===== src/rtl/ram_port_arbiter.sv =====
`default_nettype none
// =============================================================================
// Module   : ram_port_arbiter
// Purpose  : Fixed-priority (INIT > DATA > FETCH) sharing of one RAM, with a
//            starvation guard that lets a waiting FETCH beat DATA.
// Revision : 1.0 - initial release
// =============================================================================
module ram_port_arbiter #(
    parameter int DATA_WIDTH    = 32,
    parameter int ADDRESS_WIDTH = 12,
    parameter int STARVE_LIMIT  = 3
) (
    input  logic                     clk,
    input  logic                     reset,
    input  logic                     init_req,
    input  logic [ADDRESS_WIDTH-1:0] init_adrs,
    input  logic [DATA_WIDTH-1:0]    init_wdata,
    output logic                     init_gnt,
    input  logic                     fetch_req,
    input  logic [ADDRESS_WIDTH-1:0] fetch_adrs,
    output logic                     fetch_gnt,
    output logic                     fetch_rvalid,
    input  logic                     data_req,
    input  logic                     data_we,
    input  logic [ADDRESS_WIDTH-1:0] data_adrs,
    input  logic [DATA_WIDTH-1:0]    data_wdata,
    output logic                     data_gnt,
    output logic                     data_rvalid,
    output logic [DATA_WIDTH-1:0]    rdata,
    output logic                     ram_w_en,
    output logic                     ram_r_en,
    output logic [ADDRESS_WIDTH-1:0] ram_w_adrs,
    output logic [ADDRESS_WIDTH-1:0] ram_r_adrs,
    output logic [DATA_WIDTH-1:0]    ram_w_data,
    input  logic [DATA_WIDTH-1:0]    ram_r_data,
    output logic                     busy
);

    localparam int c_CNT_W = (STARVE_LIMIT < 1) ? 1 : $clog2(STARVE_LIMIT + 1);
    localparam logic [c_CNT_W-1:0] c_CNT_MAX = c_CNT_W'(STARVE_LIMIT);

    typedef enum logic [1:0] {
        ST_IDLE   = 2'd0,
        ST_ACCESS = 2'd1,
        ST_RDATA  = 2'd2
    } state_t;

    state_t                     r_state, w_state_next;
    logic [c_CNT_W-1:0]         r_starve_cnt, w_starve_cnt_next;
    logic                       r_init_gnt, w_init_gnt_next;
    logic                       r_fetch_gnt, w_fetch_gnt_next;
    logic                       r_data_gnt, w_data_gnt_next;
    logic                       r_fetch_rvalid, w_fetch_rvalid_next;
    logic                       r_data_rvalid, w_data_rvalid_next;
    logic                       r_ram_w_en, w_ram_w_en_next;
    logic                       r_ram_r_en, w_ram_r_en_next;
    logic [ADDRESS_WIDTH-1:0]   r_ram_w_adrs, w_ram_w_adrs_next;
    logic [ADDRESS_WIDTH-1:0]   r_ram_r_adrs, w_ram_r_adrs_next;
    logic [DATA_WIDTH-1:0]      r_ram_w_data, w_ram_w_data_next;
    logic [DATA_WIDTH-1:0]      r_rdata, w_rdata_next;
    logic                       r_busy;

    always_ff @(posedge clk or posedge reset) begin
        if (reset) begin
            r_state        <= ST_IDLE;
            r_starve_cnt   <= '0;
            r_init_gnt     <= 1'b0;
            r_fetch_gnt    <= 1'b0;
            r_data_gnt     <= 1'b0;
            r_fetch_rvalid <= 1'b0;
            r_data_rvalid  <= 1'b0;
            r_ram_w_en     <= 1'b0;
            r_ram_r_en     <= 1'b0;
            r_ram_w_adrs   <= '0;
            r_ram_r_adrs   <= '0;
            r_ram_w_data   <= '0;
            r_rdata        <= '0;
            r_busy         <= 1'b0;
        end else begin
            r_state        <= w_state_next;
            r_starve_cnt   <= w_starve_cnt_next;
            r_init_gnt     <= w_init_gnt_next;
            r_fetch_gnt    <= w_fetch_gnt_next;
            r_data_gnt     <= w_data_gnt_next;
            r_fetch_rvalid <= w_fetch_rvalid_next;
            r_data_rvalid  <= w_data_rvalid_next;
            r_ram_w_en     <= w_ram_w_en_next;
            r_ram_r_en     <= w_ram_r_en_next;
            r_ram_w_adrs   <= w_ram_w_adrs_next;
            r_ram_r_adrs   <= w_ram_r_adrs_next;
            r_ram_w_data   <= w_ram_w_data_next;
            r_rdata        <= w_rdata_next;
            r_busy         <= (w_state_next != ST_IDLE);
        end
    end

    always_comb begin
        w_state_next        = r_state;
        w_starve_cnt_next   = r_starve_cnt;
        w_init_gnt_next     = 1'b0;
        w_fetch_gnt_next    = 1'b0;
        w_data_gnt_next     = 1'b0;
        w_fetch_rvalid_next = 1'b0;
        w_data_rvalid_next  = 1'b0;
        w_ram_w_en_next     = 1'b0;
        w_ram_r_en_next     = 1'b0;
        w_ram_w_adrs_next   = '0;
        w_ram_r_adrs_next   = '0;
        w_ram_w_data_next   = '0;
        w_rdata_next        = r_rdata;

        case (r_state)
            ST_IDLE: begin
                if (!fetch_req) begin
                    w_starve_cnt_next = '0;
                end
                if (init_req) begin
                    w_state_next      = ST_ACCESS;
                    w_init_gnt_next   = 1'b1;
                    w_ram_w_en_next   = 1'b1;
                    w_ram_w_adrs_next = init_adrs;
                    w_ram_w_data_next = init_wdata;
                end else if (fetch_req && (!data_req || r_starve_cnt == c_CNT_MAX)) begin
                    w_state_next      = ST_ACCESS;
                    w_fetch_gnt_next  = 1'b1;
                    w_ram_r_en_next   = 1'b1;
                    w_ram_r_adrs_next = fetch_adrs;
                    w_starve_cnt_next = '0;
                end else if (data_req) begin
                    w_state_next    = ST_ACCESS;
                    w_data_gnt_next = 1'b1;
                    if (data_we) begin
                        w_ram_w_en_next   = 1'b1;
                        w_ram_w_adrs_next = data_adrs;
                        w_ram_w_data_next = data_wdata;
                    end else begin
                        w_ram_r_en_next   = 1'b1;
                        w_ram_r_adrs_next = data_adrs;
                    end
                    if (fetch_req && r_starve_cnt != c_CNT_MAX) begin
                        w_starve_cnt_next = r_starve_cnt + 1'b1;
                    end
                end
            end
            ST_ACCESS: begin
                // The grant registers still identify the owner of the read.
                if (r_ram_r_en) begin
                    w_state_next        = ST_RDATA;
                    w_fetch_rvalid_next = r_fetch_gnt;
                    w_data_rvalid_next  = r_data_gnt;
                end else begin
                    w_state_next = ST_IDLE;
                end
            end
            ST_RDATA: begin
                w_rdata_next = ram_r_data;
                w_state_next = ST_IDLE;
            end
            default: begin
                w_state_next = ST_IDLE;
            end
        endcase
    end

    // RAM output register is the data stage: forward it while rvalid is up, hold it afterwards.
    assign rdata        = (r_state == ST_RDATA) ? ram_r_data : r_rdata;
    assign init_gnt     = r_init_gnt;
    assign fetch_gnt    = r_fetch_gnt;
    assign data_gnt     = r_data_gnt;
    assign fetch_rvalid = r_fetch_rvalid;
    assign data_rvalid  = r_data_rvalid;
    assign ram_w_en     = r_ram_w_en;
    assign ram_r_en     = r_ram_r_en;
    assign ram_w_adrs   = r_ram_w_adrs;
    assign ram_r_adrs   = r_ram_r_adrs;
    assign ram_w_data   = r_ram_w_data;
    assign busy         = r_busy;

endmodule
`default_nettype wire


===== config.mk =====
export PLATFORM = sky130hd
export DESIGN_NAME = ram_port_arbiter
export DESIGN_NICKNAME = d
export VERILOG_FILES = /design/src/rtl/ram_port_arbiter.sv
export SDC_FILE = /design/constraint.sdc
export NUM_CORES = 1
export LEC_CHECK = 0
export CAP_MARGIN = 20
export CORE_UTILIZATION = 35
export DETAILED_ROUTE_END_ITERATION = 7
export PLACE_DENSITY_LB_ADDON = 0.1
export SLEW_MARGIN = 20
export SYNTH_ARGS = -nofsm -noshare
export SYNTH_HDL_FRONTEND = slang
export SYNTH_SLANG_ARGS = --single-unit
export TNS_END_PERCENT = 20

===== constraint.sdc =====
create_clock -name clk -period 3.4 [get_ports clk]
set_input_delay 0.51 -clock clk [delete_from_list [all_inputs] [get_ports clk]]
set_output_delay 0.51 -clock clk [all_outputs]
set_load 0.05 [all_outputs]

# Word-level counts from Yosys, hierarchy flattened
# Cells that the tools add are included.
# W data, S select, Z words.
# op_classes
n_addsub,1
multipliers,0
n_div,0
n_lt_le_gt_ge,0
n_eq_ne,4
shift,0
muxes,49
bitwise_logic,0
n_reduce_logical,6
# ops
cell,n
$mux W32,6
$mux W12,10
$mux W1,23
$mux W2,9
$eq A2 B2 Y1 const B,2
$pmux W2 S2,1
$add A2 B1 Y2 const B,1
$eq A2 B1 Y1 const B,1
$logic_and A1 B1 Y1,2
$logic_not A2 Y1,1
$ne A2 B2 Y1 const B,1
$reduce_bool A2 Y1,1
$logic_not A1 Y1,1
$logic_or A1 B1 Y1,1
# word_totals
regBits,100
latch_bits,0
mem_bits_rw,0
rom_bits,0
inputBits,138
wordCells,74
memories,0

# Depth between registers and ports, before layout
# depth
depth_word,7
mapped_depth,6
mapped_depth_nobuf,4

# Least setup slack after synthesis
# OpenSTA, ideal clock, no wires.
# synth_timing
path_kind,register to output
from,register r_state[1]
to,output rdata[5]
arrival_time_ps,1402
slack_ps,1488
stages_incl_launch_ff,5
n_path_buf,2
cell_sequence,dfrtp_1 -> nor2b_1 -> clkbuf_2 -> buf_4 -> mux2_1
# synth_via
elab_chain_cells,2
# synth_rtl
item,line,text
"start, declared",48,"state_t r_state, w_state_next;"
"start signal, assigned",80,r_state <= w_state_next;
$eq A2 B2 Y1,166,assign rdata = (r_state == ST_RDATA) ? ram_r_data : r_rdata;
$mux W32,--,
"end, declared",29,"output logic [DATA_WIDTH-1:0] rdata,"
# No other way between the ends.

# Worst setup path in the final report
# layout_timing
from,register r_state[1]
to,output rdata[13]
# The elaborated chain is that of the path after synthesis.

==> reports/results.ini <==
[placed_design]
gp_congestion = 0.7951
portBuffers = 233
dp_hpwl_um = 7386
place_inst = 589
place_area_um2 = 6088

[global_routing]
overflow = 0
grt_max_degree = 50
grt_use_met2_pct = 31.08
grt_use_total_pct = 18.60
antenna_found_initial = 0
grt_most_used_layer = met2
grt_pass1_wl_um = 15470
grtUsageMet1_pct = 21.91
gr-usage-met3_pct = 6.488
grt_pass1_vias = 2883

[hold_path]
worstHoldStart = data_gnt
min_path_cells = 1
min_to = data_rvalid
min_path_type = reg2reg

[timing]
setup_tns_ps = 0
fin_skew_ps = 6.872
worstMarginPinSlew_ps = 966.6
setup_viol = 0
slew_headroom_pct = 35.56
finalMaxSlewViolations = 0
final.min_clock_period_ps = 3030
whs_ps = 488.6
final_hold_viol_count = 0
rsz0062_at_grt = false
min_period_over_period_pct = 89.12
max_freq_mhz = 330.0

[floorplan]
core_um2 = 10280
num_io_pins = 234
initial_core_util_pct = 35.94
rows = 37
die_width_um = 104.7
chipHeight_um = 104.7
die-area_um2 = 10970

[cts]
post_cts_buffers = 0
worstSkewPairLatency_ps = 350
h-tree-depth = 3
cts_hold_buf = 0
clock_path_buffers = 2
clock-sinks = 100
cts_resized = 0
cts.clk_slew.worst_paths_ps = 90
clockRootBuffer = clkbuf_8
cts-buffers-inserted = 9
cts_tree = built

[yosys]
syn_avg_cell_area_um2 = 15.85
synthesis.nets = 372
yosysSeqAreaShare_pct = 67.75
yosys_register_bits = 100
synthTopCellsByArea = dfrtp_1 (68%), a22o_1 (13%), mux2_2 (9.1%)
yosysTopAreaCell = dfrtp_1
netlist_instances = 233
synth_cell_types = 30
synth_area_um2 = 3694
ys_warn_count = 0
synth_top_area_share_pct = 67.75

[flow_run]
cap_violations = 0

[routing]
drt-total-wl_um = 10240
drcViolationCount = 0
vias = 2821
wl_per_cell_um = 17.01
ant_nets = 0
drt_pass1_iterations = 4
drt_iter0_markers = 85
vias_per_cell = 4.686

[setup_path]
critPathMaxStageDelay_ps = 730
cp_slowest_cell = clkdlybuf4s50_1
worstSetupPathType = reg2out
rrSetupSlack_ps = 1530
crit_start = r_state[1]
worstPathCellList = nor2b_2 -> buf_4 -> mux2_2 -> clkdlybuf4s50_1
worstReg2RegStart = r_state[1]
cp.required_ps = 2890
cp_max_fo = 32
r2r-end = ram_w_data[27]
crit_path_end_kind = output port
rr_worst_depth = 3
cp.arrival_ps = 2520
startpoint_type = flip-flop

[cells_and_area]
final_cells = 602
areaGrowthSynthToFinish_pct = 69.65
finalNetCount = 603
layout-drive-gt1-share_pct = 11.37
finalInstanceArea_um2 = 6266
diodes = 0

[pwr]
power.total_w = 0.004742
vdd_drop_max_mv = 0.4928
p_per_area_nw_per_um2 = 756.8
p_leak_nw = 2.740

[run_status]
status = finished clean

flip-flops by register name, summed over array words and instances (netlist names):
register	flops
busy	1
data_gnt	1
data_rvalid	1
fetch_gnt	1
fetch_rvalid	1
init_gnt	1
r_rdata	32
r_starve_cnt	2
r_state	2
ram_r_adrs	12
ram_r_en	1
ram_w_adrs	12
ram_w_data	32
ram_w_en	1
placed cells by master, fill, tap and decap left out:
master	netlist	layout
nor4_1	1	1
and2_2	0	1
a21o_1	1	1
clkinv_2	0	2
nor4b_1	1	1
or2_2	1	1
nor3_2	1	1
a31oi_1	1	1
nor2b_2	0	1
inv_1	2	1
clkdlybuf4s50_1	0	233
dfrtp_1	100	100
nor3_1	1	1
clkbuf_8	0	10
mux2_1	2	2
nor2_1	2	2
bufinv_16	0	1
o31a_1	1	1
ha_1	1	1
inv_4	0	1
and2b_2	1	1
a22o_1	56	56
buf_4	4	2
nand2_1	4	4
and2_1	3	2
and2b_1	1	1
a32o_1	1	1
a41o_1	1	1
mux2_2	30	30
a21oi_1	1	1
buf_12	0	1
and3_1	2	2
and4_4	1	1
cell usage after synthesis:
cell and instances:
or2_2 1, and2_1 3, nand2_1 4, o31a_1 1, a31oi_1 1, ha_1 1
clkbuf_2 1, nor3_2 1, buf_6 3, mux2_2 30, a21o_1 1, mux2_1 2
buf_2 4, nor4_1 1, and3_1 2, buf_8 4, a32o_1 1, and4_4 1
nor2b_1 1, buf_4 4, and2b_1 1, a21oi_1 1, a22o_1 56, nor3_1 1
a41o_1 1, dfrtp_1 100, inv_1 2, and2b_2 1, nor2_1 2, nor4b_1 1
cell type report:
| cell class | count | area (um2) |
|---|---|---|
| clock inverters | 3 | 40.04 |
| repair buffers | 236 | 2367 |
| flip-flops and latches | 100 | 2502 |
| fillers | 857 | 4011 |
| well taps | 136 | 170.2 |
| multi-input cells | 115 | 1039 |
| clock buffers | 10 | 137.6 |
| inverters | 2 | 10.01 |
power by group:
group          internal (W)  switching, W
logic              0.000895       0.00154
clock network      0.000347      0.000381
registers           0.00149     0.0000851
total               0.00273       0.00201
worst max-delay path by stage:
stage | depth (start not counted) | slack (ps) | endpoint
2_1_floorplan | 1 | 270 | busy
3_3_place_gp | 4 | 780 | rdata[13]
3_5_place_dp | 4 | 760 | rdata[23]
4_1_cts | 4 | 350 | rdata[23]
5_1_grt | 4 | 270 | rdata[13]
6_report | 4 | 370 | rdata[13]
stage by stage:
| stage | setup WS, ps | utilization, % |
|---|---|---|
| after floorplan | 271.2 | - |
| after global placement | 781.5 | 59.24 |
| after detailed placement | 759.3 | 59.24 |
| after CTS | 352.6 | 60.97 |
| after global routing | 271.6 | 60.97 |
| final | 369.8 | 60.97 |
critical path, delay by kind of cell (launching register included):
family / cells / cell delay [ps]
buffers and inverters: 2 / 1110
DFF: 1 / 470
muxes: 1 / 400
and+or+nand+nor: 1 / 170
routing by layer:
| metal | up-vias | part of all wire, % |
|---|---|---|
| met1 | 1350 | 40 |
| met4 | 0 | 2.1 |
| li1 | 1314 | - |
| met3 | 16 | 9.0 |
| met5 | - | 0 |
| met2 | 141 | 48 |
kinds of logic (layout without fill, tap and decap cells):
family / Yosys count / count (layout) / share of synthesized area, %
flip-flops: 100 / 100 / 67.75
AO/OA/AOI/OAI: 62 / 62 / 14.57
multiplexers: 32 / 32 / 9.756
AND/OR/NAND/NOR: 20 / 20 / 3.354
buffers and inverters: 18 / 251 / 4.234
adder cells (fa/ha/maj): 1 / 1 / 0.3387
No activity file was read; power rests on OpenSTA's default activity.
